[src/rtl/mem_seq_pkg.sv]
// Shared types for the EX/MEM request sequencer.
// Request opcodes, sequencer states and default widths.
package mem_seq_pkg;

  localparam int DATA_W_DEF = 16;
  localparam int PC_W_DEF   = 32;
  localparam int FLAGS_W    = 4;

  typedef enum logic [2:0] {
    OP_NOP   = 3'd0,
    OP_LOAD  = 3'd1,
    OP_STORE = 3'd2,
    OP_PUSH  = 3'd3,
    OP_POP   = 3'd4,
    OP_CALL  = 3'd5,
    OP_RET   = 3'd6,
    OP_INT   = 3'd7
  } req_op_e;

  typedef enum logic [1:0] {
    ST_IDLE = 2'd0,
    ST_SEQ1 = 2'd1,
    ST_SEQ2 = 2'd2
  } state_e;

endpackage

[src/rtl/mem_request_sequencer.sv]
// Splits EX/MEM requests into memory-stage strobes; CALL/RET/INT take two words.
// Define INT_FLAGS_PUSH_EN to make INT also push the CCR flags first (3 words).
module mem_request_sequencer
  import mem_seq_pkg::*;
#(
  parameter int DATA_W = DATA_W_DEF,
  parameter int PC_W   = PC_W_DEF
) (
  input  logic              clk,
  input  logic              rst,
  input  logic              req_valid,
  input  logic [2:0]        req_op,
  input  logic [DATA_W-1:0] req_addr,
  input  logic [DATA_W-1:0] req_data,
  input  logic [PC_W-1:0]   req_pc,
  input  logic [3:0]        req_flags,
  input  logic [DATA_W-1:0] mem_data,
  output logic              memory_read,
  output logic              memory_write,
  output logic              memory_push,
  output logic              memory_pop,
  output logic [DATA_W-1:0] address,
  output logic [DATA_W-1:0] write_data,
  output logic              stall,
  output logic              result_valid,
  output logic [PC_W-1:0]   result_data
);

  state_e              r_state;
  state_e              w_next;
  req_op_e             r_op;
  req_op_e             w_op;
  logic [DATA_W-1:0]   r_pc_lo;
`ifdef INT_FLAGS_PUSH_EN
  logic [DATA_W-1:0]   r_pc_hi;
`endif
  logic [DATA_W-1:0]   r_low;
  logic                r_res_valid;
  logic [PC_W-1:0]     r_res_data;

  logic                w_rd;
  logic                w_wr;
  logic                w_push;
  logic                w_pop;
  logic [DATA_W-1:0]   w_addr;
  logic [DATA_W-1:0]   w_wdata;
  logic                w_stall;
  logic                w_cap;
  logic                w_cap_low;
  logic                w_res_word;
  logic                w_res_ret;

  assign w_op = req_op_e'(req_op);

  always_ff @(posedge clk or posedge rst) begin
    if (rst) begin
      r_state <= ST_IDLE;
    end else begin
      r_state <= w_next;
    end
  end

  always_comb begin
    w_next     = r_state;
    w_rd       = 1'b0;
    w_wr       = 1'b0;
    w_push     = 1'b0;
    w_pop      = 1'b0;
    w_addr     = '0;
    w_wdata    = '0;
    w_stall    = 1'b0;
    w_cap      = 1'b0;
    w_cap_low  = 1'b0;
    w_res_word = 1'b0;
    w_res_ret  = 1'b0;
    unique case (r_state)
      ST_IDLE: begin
        if (req_valid) begin
          unique case (w_op)
            OP_LOAD: begin
              w_rd       = 1'b1;
              w_addr     = req_addr;
              w_res_word = 1'b1;
            end
            OP_STORE: begin
              w_wr    = 1'b1;
              w_addr  = req_addr;
              w_wdata = req_data;
            end
            OP_PUSH: begin
              w_push  = 1'b1;
              w_wdata = req_data;
            end
            OP_POP: begin
              w_pop      = 1'b1;
              w_res_word = 1'b1;
            end
            OP_CALL: begin
              w_push  = 1'b1;
              w_wdata = req_pc[PC_W-1:DATA_W];
              w_stall = 1'b1;
              w_cap   = 1'b1;
              w_next  = ST_SEQ1;
            end
            OP_RET: begin
              w_pop     = 1'b1;
              w_stall   = 1'b1;
              w_cap     = 1'b1;
              w_cap_low = 1'b1;
              w_next    = ST_SEQ1;
            end
            OP_INT: begin
              w_push  = 1'b1;
`ifdef INT_FLAGS_PUSH_EN
              w_wdata = DATA_W'(req_flags);
`else
              w_wdata = req_pc[PC_W-1:DATA_W];
`endif
              w_stall = 1'b1;
              w_cap   = 1'b1;
              w_next  = ST_SEQ1;
            end
            default: begin
            end
          endcase
        end
      end
      ST_SEQ1: begin
        w_next = ST_IDLE;
        if (r_op == OP_RET) begin
          w_pop     = 1'b1;
          w_res_ret = 1'b1;
`ifdef INT_FLAGS_PUSH_EN
        end else if (r_op == OP_INT) begin
          w_push  = 1'b1;
          w_wdata = r_pc_hi;
          w_stall = 1'b1;
          w_next  = ST_SEQ2;
`endif
        end else begin
          w_push  = 1'b1;
          w_wdata = r_pc_lo;
        end
      end
`ifdef INT_FLAGS_PUSH_EN
      ST_SEQ2: begin
        w_push  = 1'b1;
        w_wdata = r_pc_lo;
        w_next  = ST_IDLE;
      end
`endif
      default: begin
        w_next = ST_IDLE;
      end
    endcase
  end

  // Latched operands: later words never look at req_* again.
  always_ff @(posedge clk or posedge rst) begin
    if (rst) begin
      r_op    <= OP_NOP;
      r_pc_lo <= '0;
`ifdef INT_FLAGS_PUSH_EN
      r_pc_hi <= '0;
`endif
      r_low   <= '0;
    end else begin
      if (w_cap) begin
        r_op    <= w_op;
        r_pc_lo <= req_pc[DATA_W-1:0];
`ifdef INT_FLAGS_PUSH_EN
        r_pc_hi <= req_pc[PC_W-1:DATA_W];
`endif
      end
      if (w_cap_low) begin
        r_low <= mem_data;
      end
    end
  end

  always_ff @(posedge clk or posedge rst) begin
    if (rst) begin
      r_res_valid <= 1'b0;
      r_res_data  <= '0;
    end else begin
      r_res_valid <= w_res_word | w_res_ret;
      if (w_res_word) begin
        r_res_data <= PC_W'(mem_data);
      end else if (w_res_ret) begin
        r_res_data <= {mem_data, r_low};
      end
    end
  end

  // Reset silences the strobes combinationally, not only at the next edge.
  assign memory_read  = w_rd   & ~rst;
  assign memory_write = w_wr   & ~rst;
  assign memory_push  = w_push & ~rst;
  assign memory_pop   = w_pop  & ~rst;
  assign stall        = w_stall & ~rst;
  assign address      = w_addr;
  assign write_data   = w_wdata;
  assign result_valid = r_res_valid;
  assign result_data  = r_res_data;

endmodule

[config.mk]
export PLATFORM = sky130hd
export DESIGN_NAME = mem_request_sequencer
export DESIGN_NICKNAME = d
export VERILOG_FILES = /design/src/rtl/mem_seq_pkg.sv /design/src/rtl/mem_request_sequencer.sv
export SDC_FILE = /design/constraint.sdc
export NUM_CORES = 1
export LEC_CHECK = 0
export ABC_AREA = 1
export CAP_MARGIN = 20
export CORE_UTILIZATION = 38
export DETAILED_ROUTE_END_ITERATION = 10
export PLACE_DENSITY_LB_ADDON = 0.25
export SLEW_MARGIN = 10
export SYNTH_ARGS = -nofsm -noshare
export SYNTH_HDL_FRONTEND = slang
export SYNTH_SLANG_ARGS = --single-unit
export TNS_END_PERCENT = 100
[constraint.sdc]
create_clock -name clk -period 2.2 [get_ports clk]
set_clock_uncertainty 0.1 [all_clocks]
set_input_delay 0.22 -clock clk [delete_from_list [all_inputs] [get_ports clk]]
set_output_delay 0.22 -clock clk [all_outputs]
set_load 0.02 [all_outputs]
==> results.json, run 1 <==
{
  "port_buffers": 155,
  "tightestPinTransition_ns": 0.620,
  "placed_cells": 751,
  "crit_buf_inv": 4,
  "layout_common_cells": "184 x nand2_1, 118 x clkdlybuf4s50_1, 99 x nand3_1, 68 x dfrtp_1",
  "reg2reg_from": "r_state[0]",
  "tns_ns": 0,
  "crit_required_ns": 1.88,
  "wl_met1_um": 4410,
  "initial_core_util_pct": 39.0,
  "wl_met3_um": 700,
  "grt_pass1_vias": 3632,
  "ir_drop_uv": 402,
  "setup_violations": 0,
  "tritoncts": "done",
  "critPathMaxFanout": 12,
  "cp_cell_sequence": "inv_2 > nand2_4 > inv_2 > buf_4 > nand2_1 > nor2_1 > clkdlybuf4s15_1",
  "root_buffer": "clkbuf_8",
  "end_kind": "output port",
  "drive_above_1_share_pct": 8.54,
  "clk_path_buf_depth": 2,
  "p_per_area_mw_per_mm2": 728,
  "status": "finished clean",
  "die_w_um": 99.2,
  "cp-start-kind": "flip-flop",
  "syn_nets": 579,
  "fp.dieArea_mm2": 0.00984,
  "hp-class": "input pin to asynchronous set/reset pin",
  "detail-route-antenna-nets": 0,
  "hold_violations": 0,
  "drt_drc_violations_left": 0,
  "fmax_ghz": 0.480,
  "synth-seq-cells": 69,
  "syn_to_final_growth_pct": 54.0,
  "hpwl_um": 7660,
  "r2r_slack_ns": 0.42,
  "cts_buffers": 9,
  "io_pins": 160,
  "core_mm2": 0.00920,
  "cts-htree-levels": 3,
  "fin_nets": 741,
  "r2r_cells": 5,
  "avgSynthCellArea_um2": 7.34,
  "min_period_over_period_pct": 94.7,
  "final_common_cell": "nand2_1",
  "drt-total-wl_um": 10400,
  "diodes": 0,
  "cp_num_cells": 7,
  "fp.dieH_um": 99.2,
  "overflow": 0,
  "worstSkewPairLatency_ns": 0.34,
  "rsz0062_at_grt": "no",
  "num_rows": 35,
  "grt_util_all_layers_pct": 21.8,
  "yosysWarnings": 0,
  "slew_headroom_pct": 58.7,
  "cap_violations": 0,
  "wl_met2_um": 5000,
  "gp_congestion": 0.778,
  "syn_inst": 489,
  "slowest_delay_ns": 0.47,
  "grt_pass1_wl_um": 17000,
  "critical_path_class": "flip-flop to output port",
  "clk_transition_reported_paths_ns": 0.07,
  "vias": 3791,
  "syn_area_mm2": 0.00359,
  "grt_max_degree": 50,
  "slew_violations": 0,
  "critPathArrivalTime_ns": 1.76,
  "top_layer": "met4",
  "ys_seq_area_share_pct": 48.1,
  "drt-wirelength-per-cell_um": 13.5,
  "crit_path_frequent_cell": "inv_2",
  "ys_types": 19,
  "hold_buffers": 0,
  "slowest_stage": "dfrtp_2",
  "final_cells": 767,
  "drt_iter0_markers": 259,
  "fin_crit_ns": 2.08,
  "clock-sinks": 69,
  "rr_endpoint": "result_data[7]",
  "vias_per_cell": 4.94,
  "first_pass_iters": 4,
  "p_leak_uw": 0.00287,
  "cp_top_family": "buffers and inverters",
  "antenna_found_initial": 0
}
-- repair_timing --
action | CTS | global route
endpoints found under the setup margin | 37 | 4
setup buffers | 0 | 0
resized for setup | 35 | 4
-- metal layers --
| metal | vias to the layer above | track usage (%) |
|---|---|---|
| met1 | 1735 | 27.8 |
| li1 | 1877 | - |
| met5 | - | 0 |
| met3 | 27 | 3.65 |
| met2 | 152 | 36.7 |
| met4 | 0 | 9.16 |
-- metrics by stage --
stage	hold slack [ns]	power (uW)	worst slack, ns	cell area, um2	utilization [%]
final	0.255	4030	0.117	5530	60.1
after global placement	0.356	2910	-0.0577	5340	58.1
after CTS	0.245	4070	0.0118	5520	60.0
after floorplan	0.237	2290	0.218	3590	-
after global routing	0.290	4260	0.00397	5530	60.1
after detailed placement	0.362	2940	-0.0908	5340	58.1
-- kinds of logic (layout without fill, tap and decap cells) --
family	Yosys count	after routing	share of synthesized area, %
buffers and inverters	70	237	8.99
AOI/OAI and AO/OA	37	37	5.16
and+or+nand+nor	313	313	37.7
DFF	69	69	48.1
-- how the worst max path moves through the flow --
stage                     from        endpoint
finish              r_state[0]     address[15]
global placement     req_op[2]   write_data[3]
global route        r_state[0]     address[15]
CTS                 r_state[0]     memory_read
detailed placement   req_op[2]  write_data[13]
floorplan                  rst     memory_read
-- synth_stat cells (all sizes together) --
library cell / count / area, um2
nand2: 187 / 714
nand3: 99 / 495
dfrtp: 69 / 1730
inv: 41 / 154
o21ai: 34 / 170
nor2: 25 / 133
buf: 20 / 135
clkbuf: 9 / 33.8
a21oi: 3 / 15.0
nand4: 1 / 6.26
or2: 1 / 6.26
-- sequential cells by signal, summed over array words and instances, names as in the netlist --
name and cells:
r_low 16, r_state 1, r_op 3, r_pc_lo 16, result_valid 1, result_data 32
-- cell type report --
cell class,count,area [um2]
Fill cell,860,3670
Timing Repair Buffer,180,1740
Sequential cell,69,1730
Multi-Input combinational cell,350,1540
Inverter,41,158
Tap cell,111,139
Clock buffer,9,124
Clock inverter,7,97.6
-- worst min-delay path, cell delays in order --
cell and delay (ns):
clkdlybuf4s50_1 0.46, clkinvlp_4 0.12, buf_4 0.27
-- power by group --
group	switching [uW]	internal (uW)
logic	655	588
registers	125	1520
clock network	498	644
Power figures use the tool's default switching activity.
==> run 2, diff against run 1 <==
CAP_MARGIN = unset   (was 20)
CTS_CLUSTER_SIZE = 12   (was unset)
==> results of run 2 <==
Same layout as run 1: the final DEF is identical, and so are final timing and power.
